--- config.mk ---
export PLATFORM = sky130hd
export DESIGN_NAME = text_glyph_renderer
export DESIGN_NICKNAME = d
export VERILOG_FILES = /design/src/rtl/text_mode_pkg.sv /design/src/rtl/sideband_delay.sv /design/src/rtl/text_glyph_renderer.sv
export SDC_FILE = /design/constraint.sdc
export NUM_CORES = 1
export LEC_CHECK = 0
export ABC_AREA = 1
export CAP_MARGIN = 5
export CORE_MARGIN = 3
export CORE_UTILIZATION = 40
export CTS_BUF_LIST = sky130_fd_sc_hd__clkbuf_4 sky130_fd_sc_hd__clkbuf_8
export CTS_CLUSTER_DIAMETER = 80
export DETAILED_ROUTE_END_ITERATION = 8
export PLACE_DENSITY_LB_ADDON = 0.05
export SETUP_SLACK_MARGIN = 0.05
export SLEW_MARGIN = 20
export SYNTH_ARGS = -nofsm -noshare
export SYNTH_HDL_FRONTEND = slang
export SYNTH_HIERARCHICAL = 1
export SYNTH_SLANG_ARGS = --single-unit
--- constraint.sdc ---
create_clock -name clk -period 5.15 [get_ports clk]
set_input_delay 0.7725 -clock clk [delete_from_list [all_inputs] [get_ports clk]]
set_output_delay 0.7725 -clock clk [all_outputs]
set_load 0.01 [all_outputs]
--- src/rtl/text_mode_pkg.sv ---
// Shared constants and stage bundles for the text-mode glyph renderer.
// Geometry of the 8x16 font and the fixed pipeline depth live here.
package text_mode_pkg;

    localparam int GLYPH_W          = 8;
    localparam int GLYPH_H          = 16;
    localparam int LAT              = 5;
    localparam int FONT_AW          = 11;
    localparam int CHAR_AW          = 12;
    localparam int CURSOR_FIRST_ROW = 14;

    typedef struct packed {
        logic       de;
        logic [2:0] xb;
        logic       in_area;
        logic       hit;
    } pix_meta_t;

    typedef struct packed {
        logic de;
        logic hs;
        logic vs;
    } sync_t;

endpackage

--- src/rtl/sideband_delay.sv ---
// Fixed-depth shift-register delay line with synchronous reset.
// Keeps per-pixel sidebands aligned with the memory read pipeline.
module sideband_delay #(
    parameter int WIDTH = 1,
    parameter int DEPTH = 1
) (
    input  logic             clk,
    input  logic             reset,
    input  logic [WIDTH-1:0] i_d,
    output logic [WIDTH-1:0] o_q
);

    logic [WIDTH-1:0] r_sr [DEPTH];

    always_ff @(posedge clk) begin
        if (reset) begin
            for (int i = 0; i < DEPTH; i++) begin
                r_sr[i] <= '0;
            end
        end else begin
            r_sr[0] <= i_d;
            for (int i = 1; i < DEPTH; i++) begin
                r_sr[i] <= r_sr[i-1];
            end
        end
    end

    assign o_q = r_sr[DEPTH-1];

endmodule

--- src/rtl/text_glyph_renderer.sv ---
// Text-mode pixel generator: text RAM -> font pROM -> serialised glyph bits,
// with inverse-video attribute and a blinking underline cursor.
module text_glyph_renderer
    import text_mode_pkg::*;
#(
    parameter int          COLS         = 80,
    parameter int          ROWS         = 30,
    parameter int          BLINK_FRAMES = 30,
    parameter logic [23:0] FG_RGB       = 24'hFFFFFF,
    parameter logic [23:0] BG_RGB       = 24'h000000
) (
    input  logic                 clk,
    input  logic                 reset,
    input  logic [10:0]          x_in,
    input  logic [9:0]           y_in,
    input  logic                 de_in,
    input  logic                 hs_in,
    input  logic                 vs_in,
    input  logic                 cursor_en,
    input  logic [6:0]           cursor_col,
    input  logic [4:0]           cursor_row,
    output logic [CHAR_AW-1:0]   char_addr,
    input  logic [7:0]           char_data,
    output logic [FONT_AW-1:0]   font_ad,
    output logic                 font_ce,
    output logic                 font_oce,
    output logic                 font_reset,
    input  logic [7:0]           font_dout,
    output logic [23:0]          rgb_out,
    output logic                 de_out,
    output logic                 hs_out,
    output logic                 vs_out
);

    localparam int XS    = $clog2(GLYPH_W);
    localparam int YS    = $clog2(GLYPH_H);
    localparam int CNT_W = (BLINK_FRAMES > 1) ? $clog2(BLINK_FRAMES) : 1;

    localparam logic [CNT_W-1:0]   CNT_LAST  = CNT_W'(BLINK_FRAMES - 1);
    localparam logic [7:0]         COLS_C    = 8'(COLS);
    localparam logic [5:0]         ROWS_C    = 6'(ROWS);
    localparam logic [CHAR_AW-1:0] COLS_A    = CHAR_AW'(COLS);
    localparam logic [3:0]         FIRST_ROW = 4'(CURSOR_FIRST_ROW);

    generate
        if (COLS * ROWS > (1 << CHAR_AW)) begin : g_size_chk
            $error("COLS*ROWS does not fit the text RAM address");
        end
    endgenerate

    logic [7:0]         w_col;
    logic [5:0]         w_row;
    logic               w_in_area;
    logic               w_hit;
    logic [CHAR_AW-1:0] w_addr;
    logic               w_vs_rise;
    logic [3:0]         w_yrow_d;
    logic               w_pix;
    logic [23:0]        w_rgb_nxt;
    pix_meta_t          w_meta_in;
    pix_meta_t          w_meta_d;
    sync_t              w_sync_in;
    sync_t              w_sync_d;

    logic               r_vs_prev;
    logic               r_blink_on;
    logic [CNT_W-1:0]   r_frame_cnt;
    logic [CHAR_AW-1:0] r_char_addr;
    logic [FONT_AW-1:0] r_font_ad;
    logic [1:0]         r_inv;
    logic [23:0]        r_rgb;

    assign w_col     = x_in[10:XS];
    assign w_row     = y_in[9:YS];
    assign w_in_area = (w_col < COLS_C) && (w_row < ROWS_C);
    assign w_addr    = CHAR_AW'(w_row) * COLS_A + CHAR_AW'(w_col);

    assign w_hit = cursor_en && r_blink_on
                && (w_col == {1'b0, cursor_col})
                && (w_row == {1'b0, cursor_row})
                && (y_in[3:0] >= FIRST_ROW);

    // Blink phase advances on vs_in 0->1 whatever the sync polarity.
    assign w_vs_rise = vs_in && !r_vs_prev;

    always_ff @(posedge clk) begin
        if (reset) begin
            r_vs_prev   <= 1'b0;
            r_blink_on  <= 1'b1;
            r_frame_cnt <= '0;
        end else begin
            r_vs_prev <= vs_in;
            if (w_vs_rise) begin
                if (r_frame_cnt == CNT_LAST) begin
                    r_frame_cnt <= '0;
                    r_blink_on  <= ~r_blink_on;
                end else begin
                    r_frame_cnt <= r_frame_cnt + 1'b1;
                end
            end
        end
    end

    assign w_meta_in.de      = de_in;
    assign w_meta_in.xb      = x_in[2:0];
    assign w_meta_in.in_area = w_in_area;
    assign w_meta_in.hit     = w_hit;

    assign w_sync_in.de = de_in;
    assign w_sync_in.hs = hs_in;
    assign w_sync_in.vs = vs_in;

    sideband_delay #(
        .WIDTH ($bits(pix_meta_t)),
        .DEPTH (LAT - 1)
    ) u_meta_dly (
        .clk   (clk),
        .reset (reset),
        .i_d   (w_meta_in),
        .o_q   (w_meta_d)
    );

    sideband_delay #(
        .WIDTH (4),
        .DEPTH (2)
    ) u_yrow_dly (
        .clk   (clk),
        .reset (reset),
        .i_d   (y_in[3:0]),
        .o_q   (w_yrow_d)
    );

    sideband_delay #(
        .WIDTH ($bits(sync_t)),
        .DEPTH (LAT)
    ) u_sync_dly (
        .clk   (clk),
        .reset (reset),
        .i_d   (w_sync_in),
        .o_q   (w_sync_d)
    );

    // Cursor XOR on top of the inverse attribute: cursor on inverse shows normal.
    assign w_pix     = w_meta_d.in_area
                    && (font_dout[~w_meta_d.xb] ^ r_inv[1] ^ w_meta_d.hit);
    assign w_rgb_nxt = w_meta_d.de ? (w_pix ? FG_RGB : BG_RGB) : 24'h0;

    always_ff @(posedge clk) begin
        if (reset) begin
            r_char_addr <= '0;
            r_font_ad   <= '0;
            r_inv       <= '0;
            r_rgb       <= '0;
        end else begin
            r_char_addr <= w_in_area ? w_addr : '0;
            r_font_ad   <= {char_data[6:0], w_yrow_d};
            r_inv       <= {r_inv[0], char_data[7]};
            r_rgb       <= w_rgb_nxt;
        end
    end

    assign char_addr  = r_char_addr;
    assign font_ad    = r_font_ad;
    assign font_ce    = ~reset;
    assign font_oce   = ~reset;
    assign font_reset = reset;
    assign rgb_out    = r_rgb;
    assign de_out     = w_sync_d.de;
    assign hs_out     = w_sync_d.hs;
    assign vs_out     = w_sync_d.vs;

endmodule

==> summary.md <==
| Metric | Value |
|---|---|
| Longest Clk Path Bufs | `2` |
| Post-route setup slack | `2.389 ns` |
| Max Cap Viol | `0` |
| Area grow syn2layout | `33.35%` |
| Final #Nets | `around 560` |
| Clock Skews | `0.005917 ns` |
| Pwr Total | `between 1 and 1.5 mW` |
| Gr usage total | `0.1337` |
| Syn nets | `483` |
| HPWL after DPL | `4710 um` |
| GRT overflow | `0` |
| Hold Crit Endpoint | `u_sync_dly/r_sr[0][12]$_SDFF_PP0_` |
| Tightest Pin Transition | `0.6240 ns` |
| Final instance area | `~0.0044 mm^2` |
| PortBufs | `107` |
| Cell accounting for the most synthesized area | `dfxtp_1` |
| Chip width | `97.27 um` |
| Fmax achieved | `between 300 and 400 MHz` |
| Crit share post-route | `0.5362` |
| Leading post-synthesis cells by cell area | `dfxtp_1, nor2_1, inv_1` |
| Peak supply drop | `0.1550 mV` |
| CTS sink count | `80` |
| First-pass GRT wire length | `between 10,000 and 15,000 um` |
| Hold Crit Class | `flip-flop to flip-flop` |
| #FFs+latches synth | `80` |
| Synth top area share | `0.4807` |
| H-tree depth | `3` |
| Setup TNS | `0 ns` |
| Chip height | `97.27 um` |
| Kind of critical path | `input port to flip-flop` |
| First-pass iteration count of the detailed router | `5` |
| Core ar. | `a little under 0.008 mm^2` |
| Mapped Cells | `just over 400` |
| Final wirelength | `6057 um` |
| Top Ports | `108` |
| Die ar. | `0.009461 mm^2` |
| Synth unique cells | `30` |
| Dpl ws | `2.027 ns` |
| Initial antenna violation count | `0` |
| Hold Crit Depth | `2` |
| Post-CTS setup buffers | `0` |
| Rows | `32` |
| R2R setup slack | `roughly 4.0 ns` |
| Crit path launch | `y_in[5]` |
| DR WL/cell | `10.10 um` |
| R2R cell count | `5` |
| Final Slew Violations | `0` |
| Pin count of the biggest net entering global routing | `39` |
| CTS Hold Bufs | `0` |
| Max stage delay on crit path | `about 0.63 ns` |
| DR vias/cell | `4.195` |
| RSZ-0062 raised after global routing | `no` |
| Initial Util | `0.4224` |
| Capturing point of the worst reg2reg path | `r_frame_cnt[1]$_SDFFE_PP0P_` |
| Slew HR | `0.5834` |
| CP Data Required Time | `between 5 and 6 ns` |
| Sequential area share after synthesis | `0.4807` |
| RePlAce Congestion | `0.8654` |
| Via Count | `2,517` |
| Routed Antenna Nets | `0` |
| CP endpoint kind | `flip-flop` |
| Final hold violations | `0` |
| Outcome | `complete, no violations` |
| CTS resizes | `0` |
| CTS tree | `built` |
| R2r startpoint | `r_frame_cnt[1]$_SDFFE_PP0P_` |
| DRC Markers | `0` |
| Worst Path Arrival | `3.00 ns` |
| Area after DPL | `approximately 0.0042 mm^2` |
| Most frequent cells in the layout | `clkdlybuf4s50_1, nor2_1, inv_1` |
| Layout cells sized above 1 | `0.06426` |
| Clock transition at path regs | `0.09 ns` |
| Commonest non-fill, non-tap cell in the layout | `clkdlybuf4s50_1` |
| Num CTS Buffers | `9` |
| Final Setup Violations | `0` |
| Initial drt markers | `39` |
| # diodes | `0` |
| Synth Warn # | `6` |
| Nature of the critical path startpoint | `input port` |
| Vias in the first global route | `2,407` |
| Slowest cell on the critical path | `fa_1` |
| Hold Crit Start | `u_sync_dly/r_sr[0][9]$_SDFF_PP0_` |
| Final min period | `between 2 and 3 ns` |
| Crit-path max FO | `4` |
| Worst-skew pair later-pin latency | `0.33 ns` |
| Pleak | `roughly 2.0 nW` |
| Power Dens Cells | `about 290 mW/mm^2` |
| Netlist area before placement | `between 0.003 and 0.004 mm^2` |
| CP Cell Sequence | `clkdlybuf4s50_1 > ha_1 > ha_1 > fa_1 > inv_1 > nor2_2 > nand3_1 > nor2_1 > nand2_1 > nand2_2 > nor2_2` |
| Avg Cell Area, Syn | `8.087 um^2` |
| Clock Root Buffer | `clkbuf_8` |
cell type report:
| class | instances | area [um^2] |
|---|---|---|
| Sequential cell | 80 | 1602 |
| Fill cell | 777 | 3445 |
| Inverter | 91 | 342.8 |
| Tap cell | 102 | 127.6 |
| Clock inverter | 7 | 78.83 |
| Multi-Input combinational cell | 203 | 1095 |
| Timing Repair Buffer | 108 | 1074 |
| Clock buffer | 9 | 123.9 |
layer usage:
layer	part of all wire	wire length, um	vias to the layer above	track usage
li1	-	-	1344	-
met1	0.43	2620	1094	0.1555
met2	0.46	2797	73	0.2160
met3	0.094	569	6	0.05743
met4	0.012	70	0	0.05538
met5	0	0	-	0
synth_stat cells:
cell       n
nand3_1   17
ha_1      14
and3_1     1
a22o_1     3
clkinv_2   1
xor2_1     5
nand2_4    1
nand2_1   27
a211oi_1   2
nor2_1    95
a21oi_1    6
nand4_1    1
fa_1       2
xnor2_1    4
nand3b_1   1
o22ai_1    3
nor3_2     1
nand2_2    3
clkbuf_1   2
inv_1     88
inv_2      2
buf_4     32
nor3_1     1
o21a_1     1
dfxtp_1   80
nor3_4     1
buf_6      4
nor2_2     5
nor3b_1    1
o21ai_0    8
power by group:
group | leakage (nW) | internal (mW) | total (mW) | switching (mW)
clock | 0.0977 | 0.229 | 0.459 | 0.231
sequential | 0.654 | 0.639 | 0.645 | 0.00657
combinational | 1.21 | 0.0892 | 0.172 | 0.0830
registers in the layout, summed over array words and instances (netlist names):
register         cells
r_blink_on           1
rgb_out              1
char_addr           12
u_yrow_dly/r_sr      8
r_vs_prev            1
r_inv                2
font_ad             11
u_sync_dly/r_sr     15
u_meta_dly/r_sr     24
r_frame_cnt          5
how the worst max path moves through the flow:
stage               slack [ns]                        to  cells after the start
floorplan                 2.65  char_addr[11]$_SDFF_PP0_                     10
CTS                       2.39                  font_oce                      3
global route              2.26  char_addr[11]$_SDFF_PP0_                     11
finish                    2.39  char_addr[11]$_SDFF_PP0_                     11
detailed placement        2.03  char_addr[11]$_SDFF_PP0_                     11
global placement          2.08  char_addr[11]$_SDFF_PP0_                     11
critical path, delay by kind of cell:
kind / cells / cell delay [ns]
buffers and inverters: 2 / 0.54
adders and majority gates: 3 / 1.17
and+or+nand+nor: 6 / 0.53
through the flow:
step	instances	hold WS, ns	util
6_report	600	0.4021	0.5633
3_3_place_gp	584	0.3890	0.5376
4_1_cts	600	0.4035	0.5633
5_1_grt	600	0.4199	0.5633
3_5_place_dp	584	0.3920	0.5376
2_1_floorplan	412	0.3883	-
cell families (layout without fill, tap and decap cells):
family / after synthesis / count (layout) / synth area share
AND/OR/NAND/NOR: 155 / 155 / 0.1990
flip-flops: 80 / 80 / 0.4807
XOR/XNOR: 9 / 9 / 0.02366
adder cells (fa/ha/maj): 16 / 16 / 0.06459
AO/OA/AOI/OAI: 23 / 23 / 0.04131
buffers and inverters: 129 / 215 / 0.1908
No activity file was read; power rests on OpenSTA's default activity.
